### src/rtl/wm_game_ctrl.sv
// Whack-a-mole round sequencer: sounds the alarm, runs WM_timer rounds, scores hits,
// and dismisses the alarm after HITS_NEEDED hits within one attempt of MAX_ROUNDS rounds.
module wm_game_ctrl #(
    parameter int unsigned HITS_NEEDED = 5,
    parameter int unsigned MAX_ROUNDS  = 10,
    parameter int unsigned GAP_CYCLES  = 100,
    parameter int unsigned WATCHDOG    = 1023,
    parameter logic [7:0]  LFSR_SEED   = 8'hA5
) (
    input  logic       clk,
    input  logic       reset,
    input  logic       alarm_trig,
    input  logic       B1,
    input  logic       B2,
    input  logic       B3,
    input  logic       B4,
    input  logic       timer_right,
    input  logic       timer_done,
    output logic       timer_enable,
    output logic       timer_reset,
    output logic [1:0] rn,
    output logic [3:0] mole_led,
    output logic       alarm_on,
    output logic [3:0] hits,
    output logic [3:0] rounds,
    output logic       game_done
);

    typedef enum logic [2:0] {
        S_IDLE, S_CLEAR, S_ARM, S_ACTIVE, S_SCORE, S_GAP, S_WIN
    } state_t;

    localparam logic [3:0]  HITS_L   = 4'(HITS_NEEDED);
    localparam logic [3:0]  ROUNDS_L = 4'(MAX_ROUNDS);
    localparam logic [15:0] GAP_LAST = 16'(GAP_CYCLES - 1);
    localparam logic [15:0] WD_LAST  = 16'(WATCHDOG - 1);

    state_t      state;
    logic [7:0]  lfsr;
    logic [15:0] wd_cnt;
    logic [15:0] gap_cnt;
    logic        right_q;
    logic        armed;
    logic [3:0]  hits_inc;
    logic [3:0]  rounds_inc;
    logic        lfsr_fb;

    assign lfsr_fb    = lfsr[7] ^ lfsr[5] ^ lfsr[4] ^ lfsr[3];
    assign hits_inc   = hits + {3'b000, right_q};
    assign rounds_inc = rounds + 4'd1;

    // armed stays low for the first edge after reset release, so a trigger
    // coinciding with release is dropped.
    always_ff @(posedge clk or negedge reset) begin
        if (!reset) begin
            state        <= S_IDLE;
            lfsr         <= LFSR_SEED;
            wd_cnt       <= '0;
            gap_cnt      <= '0;
            right_q      <= 1'b0;
            armed        <= 1'b0;
            timer_enable <= 1'b0;
            timer_reset  <= 1'b1;
            rn           <= '0;
            mole_led     <= '0;
            alarm_on     <= 1'b0;
            hits         <= '0;
            rounds       <= '0;
            game_done    <= 1'b0;
        end else begin
            lfsr      <= {lfsr[6:0], lfsr_fb};
            armed     <= 1'b1;
            game_done <= 1'b0;
            case (state)
                S_IDLE: begin
                    if (alarm_trig && armed) begin
                        state    <= S_CLEAR;
                        alarm_on <= 1'b1;
                        hits     <= '0;
                        rounds   <= '0;
                    end
                end
                S_CLEAR: begin
                    state       <= S_ARM;
                    timer_reset <= 1'b0;
                    rn          <= (lfsr[1:0] == 2'd0) ? 2'd1 : lfsr[1:0];
                end
                S_ARM: begin
                    if ({B1, B2, B3, B4} == 4'b0000) begin
                        state        <= S_ACTIVE;
                        wd_cnt       <= '0;
                        timer_enable <= 1'b1;
                        mole_led     <= 4'b0001 << rn;
                    end
                end
                S_ACTIVE: begin
                    if (timer_done || wd_cnt == WD_LAST) begin
                        state        <= S_SCORE;
                        right_q      <= timer_done & timer_right;
                        timer_enable <= 1'b0;
                        mole_led     <= '0;
                    end else begin
                        wd_cnt <= wd_cnt + 16'd1;
                    end
                end
                S_SCORE: begin
                    timer_reset <= 1'b1;
                    gap_cnt     <= '0;
                    if (hits_inc == HITS_L) begin
                        state     <= S_WIN;
                        hits      <= hits_inc;
                        rounds    <= rounds_inc;
                        alarm_on  <= 1'b0;
                        game_done <= 1'b1;
                    end else if (rounds_inc == ROUNDS_L) begin
                        state  <= S_GAP;
                        hits   <= '0;
                        rounds <= '0;
                    end else begin
                        state  <= S_GAP;
                        hits   <= hits_inc;
                        rounds <= rounds_inc;
                    end
                end
                S_GAP: begin
                    if (gap_cnt == GAP_LAST) begin
                        state <= S_CLEAR;
                    end else begin
                        gap_cnt <= gap_cnt + 16'd1;
                    end
                end
                S_WIN: begin
                    state <= S_IDLE;
                end
                default: begin
                    state <= S_IDLE;
                end
            endcase
        end
    end

endmodule

### config.mk
export PLATFORM = sky130hd
export DESIGN_NAME = wm_game_ctrl
export DESIGN_NICKNAME = d
export VERILOG_FILES = /design/src/rtl/wm_game_ctrl.sv
export SDC_FILE = /design/constraint.sdc
export NUM_CORES = 1
export LEC_CHECK = 0
export CORE_ASPECT_RATIO = 0.75
export CORE_MARGIN = 3
export CORE_UTILIZATION = 55
export CTS_CLUSTER_DIAMETER = 100
export CTS_CLUSTER_SIZE = 20
export DETAILED_ROUTE_END_ITERATION = 6
export GPL_TIMING_DRIVEN = 0
export HOLD_SLACK_MARGIN = 0.03
export PLACE_DENSITY = 0.76
export RECOVER_POWER = 100
export SYNTH_ARGS = -nofsm -noshare
export SYNTH_HDL_FRONTEND = slang
export SYNTH_SLANG_ARGS = --single-unit
### constraint.sdc
create_clock -name clk -period 2.15 [get_ports clk]
set_input_delay 0.215 -clock clk [delete_from_list [all_inputs] [get_ports clk]]
set_output_delay 0.215 -clock clk [all_outputs]
set_load 0.01 [all_outputs]
Yosys cells after proc, flatten, opt, wreduce, memory -nomap -nowiden --
Cells that the tools add are included.
Cells by class: reductions and logical operators 16, shifts and indexed selects 1, bitwise logic cells 4, multiplexer cells 31, eq/ne operators 16, add/subtract/negate cells 4
Operators with widths (number):
- $pmux 16 s2 | 2
- $mux 16 | 3
- $add 16x1->16 const B | 2
- $mux 4 | 7
- $pmux 4 s2 | 3
- $pmux 3 s6 | 1
- $eq 16x10->1 const B | 1
- $eq 16x7->1 const B | 1
- $ne 2x2->1 const B | 7
- $mux 3 | 4
- $reduce_and 3->1 | 3
- $reduce_bool 2->1 | 4
- $eq 3x2->1 const B | 2
- $eq 3x3->1 const B | 2
- $mux 1 | 6
- $pmux 1 s2 | 3
- $reduce_and 2->1 | 3
- $add 4x1->4 | 1
- $add 4x1->4 const B | 1
- $eq 4x3->1 const B | 1
- $eq 4x4->1 const B | 1
- $logic_not 4->1 | 1
- $mux 2 | 2
- $reduce_and 4->1 | 1
- other kinds (8) | 10
Storage, ports and cells: input port bits 9, register bits after elaboration 63, word-level logic and storage cells 86, output and inout bits 18

Depth between registers and ports, before layout --
word-level depth 5, depth in mapped cells 7, depth with buffers taken out 6

Least setup slack after synthesis --
Ideal clock, no wire load.
path type register -> register, from register hits[0], to register state[0], clock period less this slack 2.052 ns, arrival 1.932 ns, path buffers 0, setup time 0.119 ns, setup slack 0.098 ns, required time 2.031 ns, cell stages (with the launch flop) 7, cells stage by stage dfrtp_1 ha_1 ha_1 nand2b_1 a2111oi_0 o21ai_0 a21bo_2
Between the ends: longest elaborated chain between the ends 4
Ends and longest elaborated chain:
- start: declaration | line 24 | output logic [3:0] hits,
- start signal: assignment | line 111 | hits <= hits_inc;
- start signal: assignment | line 121 | hits <= hits_inc;
- $add 4x1->4 | line 49 | assign hits_inc = hits + {3'b000, right_q};
- $eq 4x3->1 | line 109 | if (hits_inc == HITS_L) begin
- $mux 2 | line 109
- $pmux 3 s6 | line 74 | case (state)
- end signal: assignment | line 56 | state <= S_IDLE;
- end signal: assignment | line 77 | state <= S_CLEAR;
- end signal: assignment | line 110 | state <= S_WIN;
- end: declaration | line 38 | state_t state;
Every way passes these cells. A chain may end at the register's enable or synchronous reset.

Worst setup path after layout --
from register right_q, to register alarm_on
Between the ends: longest elaborated chain between the ends 4
Ends and longest elaborated chain:
- start: declaration | line 42 | logic right_q;
- start signal: assignment | line 99 | right_q <= timer_done & timer_right;
- $add 4x1->4 | line 49
- $eq 4x3->1 | line 109
- $ne 2x2->1 (no source line)
- $reduce_and 3->1 (no source line)
- end signal: assignment | line 66 | alarm_on <= 1'b0;
- end signal: assignment | line 78 | alarm_on <= 1'b1;
- end signal: assignment | line 113 | alarm_on <= 1'b0;
- end: declaration | line 23 | output logic alarm_on,
Every way passes these cells.

==> flow_summary.json <==
{
  "critPathArrivalTime_ns": 2.30,
  "ys_ff_latch": 63,
  "critical_path.max_fanout": 5,
  "die_w_um": 96.1,
  "clock_skew_ns": 0.0103,
  "dpl_worst_slack_ns": -0.195,
  "synth_area_um2": 3350,
  "drive_gt1_share_pct": 12.6,
  "core_um2": 5610,
  "grt_pass1_wl_mm": 12.7,
  "dp_hpwl_mm": 5.31,
  "cp-start-kind": "flip-flop",
  "synth_cells": 327,
  "clkSinkCount": 63,
  "ff2ff_path_depth": 6,
  "num-fill-cells": 412,
  "required_ns": 2.38,
  "yosysSeqAreaShare_pct": 47.3,
  "final_hold_viol_count": 0,
  "synth_edf_count": 0,
  "r2r_slack_ns": 0.08,
  "syn_avg_cell_area_um2": 10.2,
  "slew-limit-headroom_pct": 15.2,
  "grt_use_total_pct": 23.8,
  "power_uw": 3540,
  "drt-pass1-iter-count": 5,
  "synth_cell_types": 63,
  "port_buffers": 26,
  "initial_utilization_pct": 59.7,
  "timing.final.ws_setup_ns": 0.0782,
  "antenna_cells": 0,
  "dieArea_um2": 7070,
  "wl_mm": 7.53,
  "die_y_um": 73.6,
  "yosys_warnings": 0,
  "maxCapViolCount": 0,
  "drt_iter0_markers": 275,
  "pin_count": 27,
  "p_leak_uw": 0.00176,
  "grt_pass1_vias": 2604,
  "vias": 2812,
  "nNetsFinal": 384,
  "period_needed_ns": 2.07,
  "period_share_pct": 96.4,
  "setup_viol": 0,
  "wl_per_cell_um": 16.8,
  "synth_ff_type": "dfrtp_1",
  "overflow": 0,
  "crit_type": "flip-flop to flip-flop",
  "clk-insertion-delay-late_ns": 0.35,
  "ys_async_sr_fraction_pct": 100,
  "area_growth_pct": 20.2,
  "endpoint_kind": "flip-flop",
  "power_density_nw_per_um2": 878,
  "hold_path.class": "flip-flop to flip-flop",
  "status": "finished, final reports clean",
  "hold_depth": 0,
  "path_clk_slew_ns": 0.07,
  "synth_fp_nets": 343,
  "worst_pin_slew_ns": 1.27,
  "grt_max_degree": 26,
  "cts_buffers": 9,
  "cts_tree": "built",
  "antenna_found_initial": 0,
  "drc_errors": 0,
  "root_buffer": "clkbuf_8",
  "h-tree-depth": 3,
  "max_freq_mhz": 483,
  "vias_per_cell": 6.28,
  "rows": 23,
  "ir_worst_vdd_uv": 537,
  "ant_nets": 0,
  "place_congestion": 0.862,
  "clockBufferDepth": 2,
  "slew_violations": 0
}
==> final cells by class <==
cell class                 count  area [µm²]  area share, %
clock buffer                  12         155           3.85
inverter                      13        48.8           1.21
tap                           75        93.8           2.33
clock inverter                 4        53.8           1.34
sequential                    63        1580           39.3
buffer                        14        71.3           1.77
timing repair buffer          30         307           7.61
multi-input combinational    237        1720           42.6
==> state kept, by name (all words and copies together) (netlist names), 2 cells and up <==
name and count:
gap_cnt 16, rn 2, lfsr 8, state 3, mole_led 4, hits 4
rounds 4, wd_cnt 16
==> synth_stat cells, types with 4 or more instances <==
master | count | area share, %
nand2_1 | 26 | 2.9
mux2_1 | 4 | 1.3
and3_1 | 8 | 1.5
inv_1 | 13 | 1.5
nand4_1 | 13 | 2.4
nand3_1 | 13 | 1.9
dfrtp_1 | 58 | 43
or4_1 | 11 | 2.5
mux2i_1 | 8 | 2.4
ha_1 | 7 | 2.6
o31ai_1 | 17 | 3.8
xnor2_1 | 6 | 1.6
o21ai_0 | 14 | 2.1
xor2_1 | 4 | 1.0
and3b_1 | 4 | 1.0
a21oi_1 | 14 | 2.1
and2_1 | 4 | 0.75
nand2b_1 | 4 | 0.75
clkbuf_1 | 9 | 1.0
dfstp_2 | 5 | 3.9
nor3_1 | 7 | 1.0
nor2_1 | 14 | 1.6
==> per-layer routing <==
layer	global-route usage, %	share of wire [%]	wire length (µm)
met1	35.5	49	3680
met5	0	0	0
met2	32.8	42	3200
met4	5.84	1.3	101
met3	8.29	7.3	552
==> worst max-delay path, stage by stage (launching register included) <==
cell and delay [ns]:
dfrtp_1 0.42, ha_2 0.22, ha_2 0.22, or3b_2 0.49, a2111oi_4 0.24, nor2_1 0.14, a22o_1 0.25
==> report_power, final <==
| part | total, µW | internal, µW | switching [µW] |
|---|---|---|---|
| clock network | 1070 | 601 | 468 |
| logic | 989 | 429 | 560 |
| registers | 1480 | 1330 | 148 |
| total | 3540 | 2360 | 1180 |
==> what timing repair did <==
action,in CTS,in global routing
hold buffers,1,0
hold endpoints to repair,20,0
buffers inserted,0,1
setup endpoints to repair,4,11
pin swaps,0,2
gates resized for setup,1,12
==> worst paths after layout <==
kind / from / endpoint
max: right_q$_DFFE_PN0P_ / alarm_on$_DFFE_PN0P_
min: lfsr[6]$_DFF_PN0_ / lfsr[7]$_DFF_PN1_
max reg2reg: right_q$_DFFE_PN0P_ / alarm_on$_DFFE_PN0P_
min reg2reg: lfsr[6]$_DFF_PN0_ / lfsr[7]$_DFF_PN1_
max in group asynchronous: reset / lfsr[7]$_DFF_PN1_
min in group asynchronous: reset / hits[1]$_DFFE_PN0P_
==> kinds of logic after synthesis <==
family | count (synthesis) | share of synthesized area [%]
other | 1 | 0.112
and+or+nand+nor | 133 | 24.3
adders and majority gates | 7 | 2.61
DFF | 63 | 47.3
xor gates and xnor gates | 10 | 2.61
muxes | 13 | 4.07
buffers and inverters | 27 | 3.59
AOI/OAI and AO/OA | 73 | 15.4
==> cells in the final DEF, fill, tap and decap left out, drive strengths merged, types with 8 or more instances in the layout <==
master / count
a21oi: 15
and3: 9
clkbuf: 23
dfrtp: 58
dlygate4sd3: 19
inv: 13
mux2i: 8
nand2: 26
nand3: 14
nand4: 15
nor2: 14
o21ai: 14
o31ai: 17
or4: 12
==> through the flow <==
stage	TNS (ns)	instances	instance area (µm²)	util [%]	hold WS [ns]
after floorplan	0	327	3350	-	-0.0806
after global placement	-70.68	428	3700	66.0	0.336
after detailed placement	-0.805	430	3750	66.9	0.221
after CTS	0	447	3970	70.8	0.360
after global routing	-0.0290	448	4030	71.8	0.373
final	0	448	4030	71.8	0.360
(Power assumes the default switching activity.)
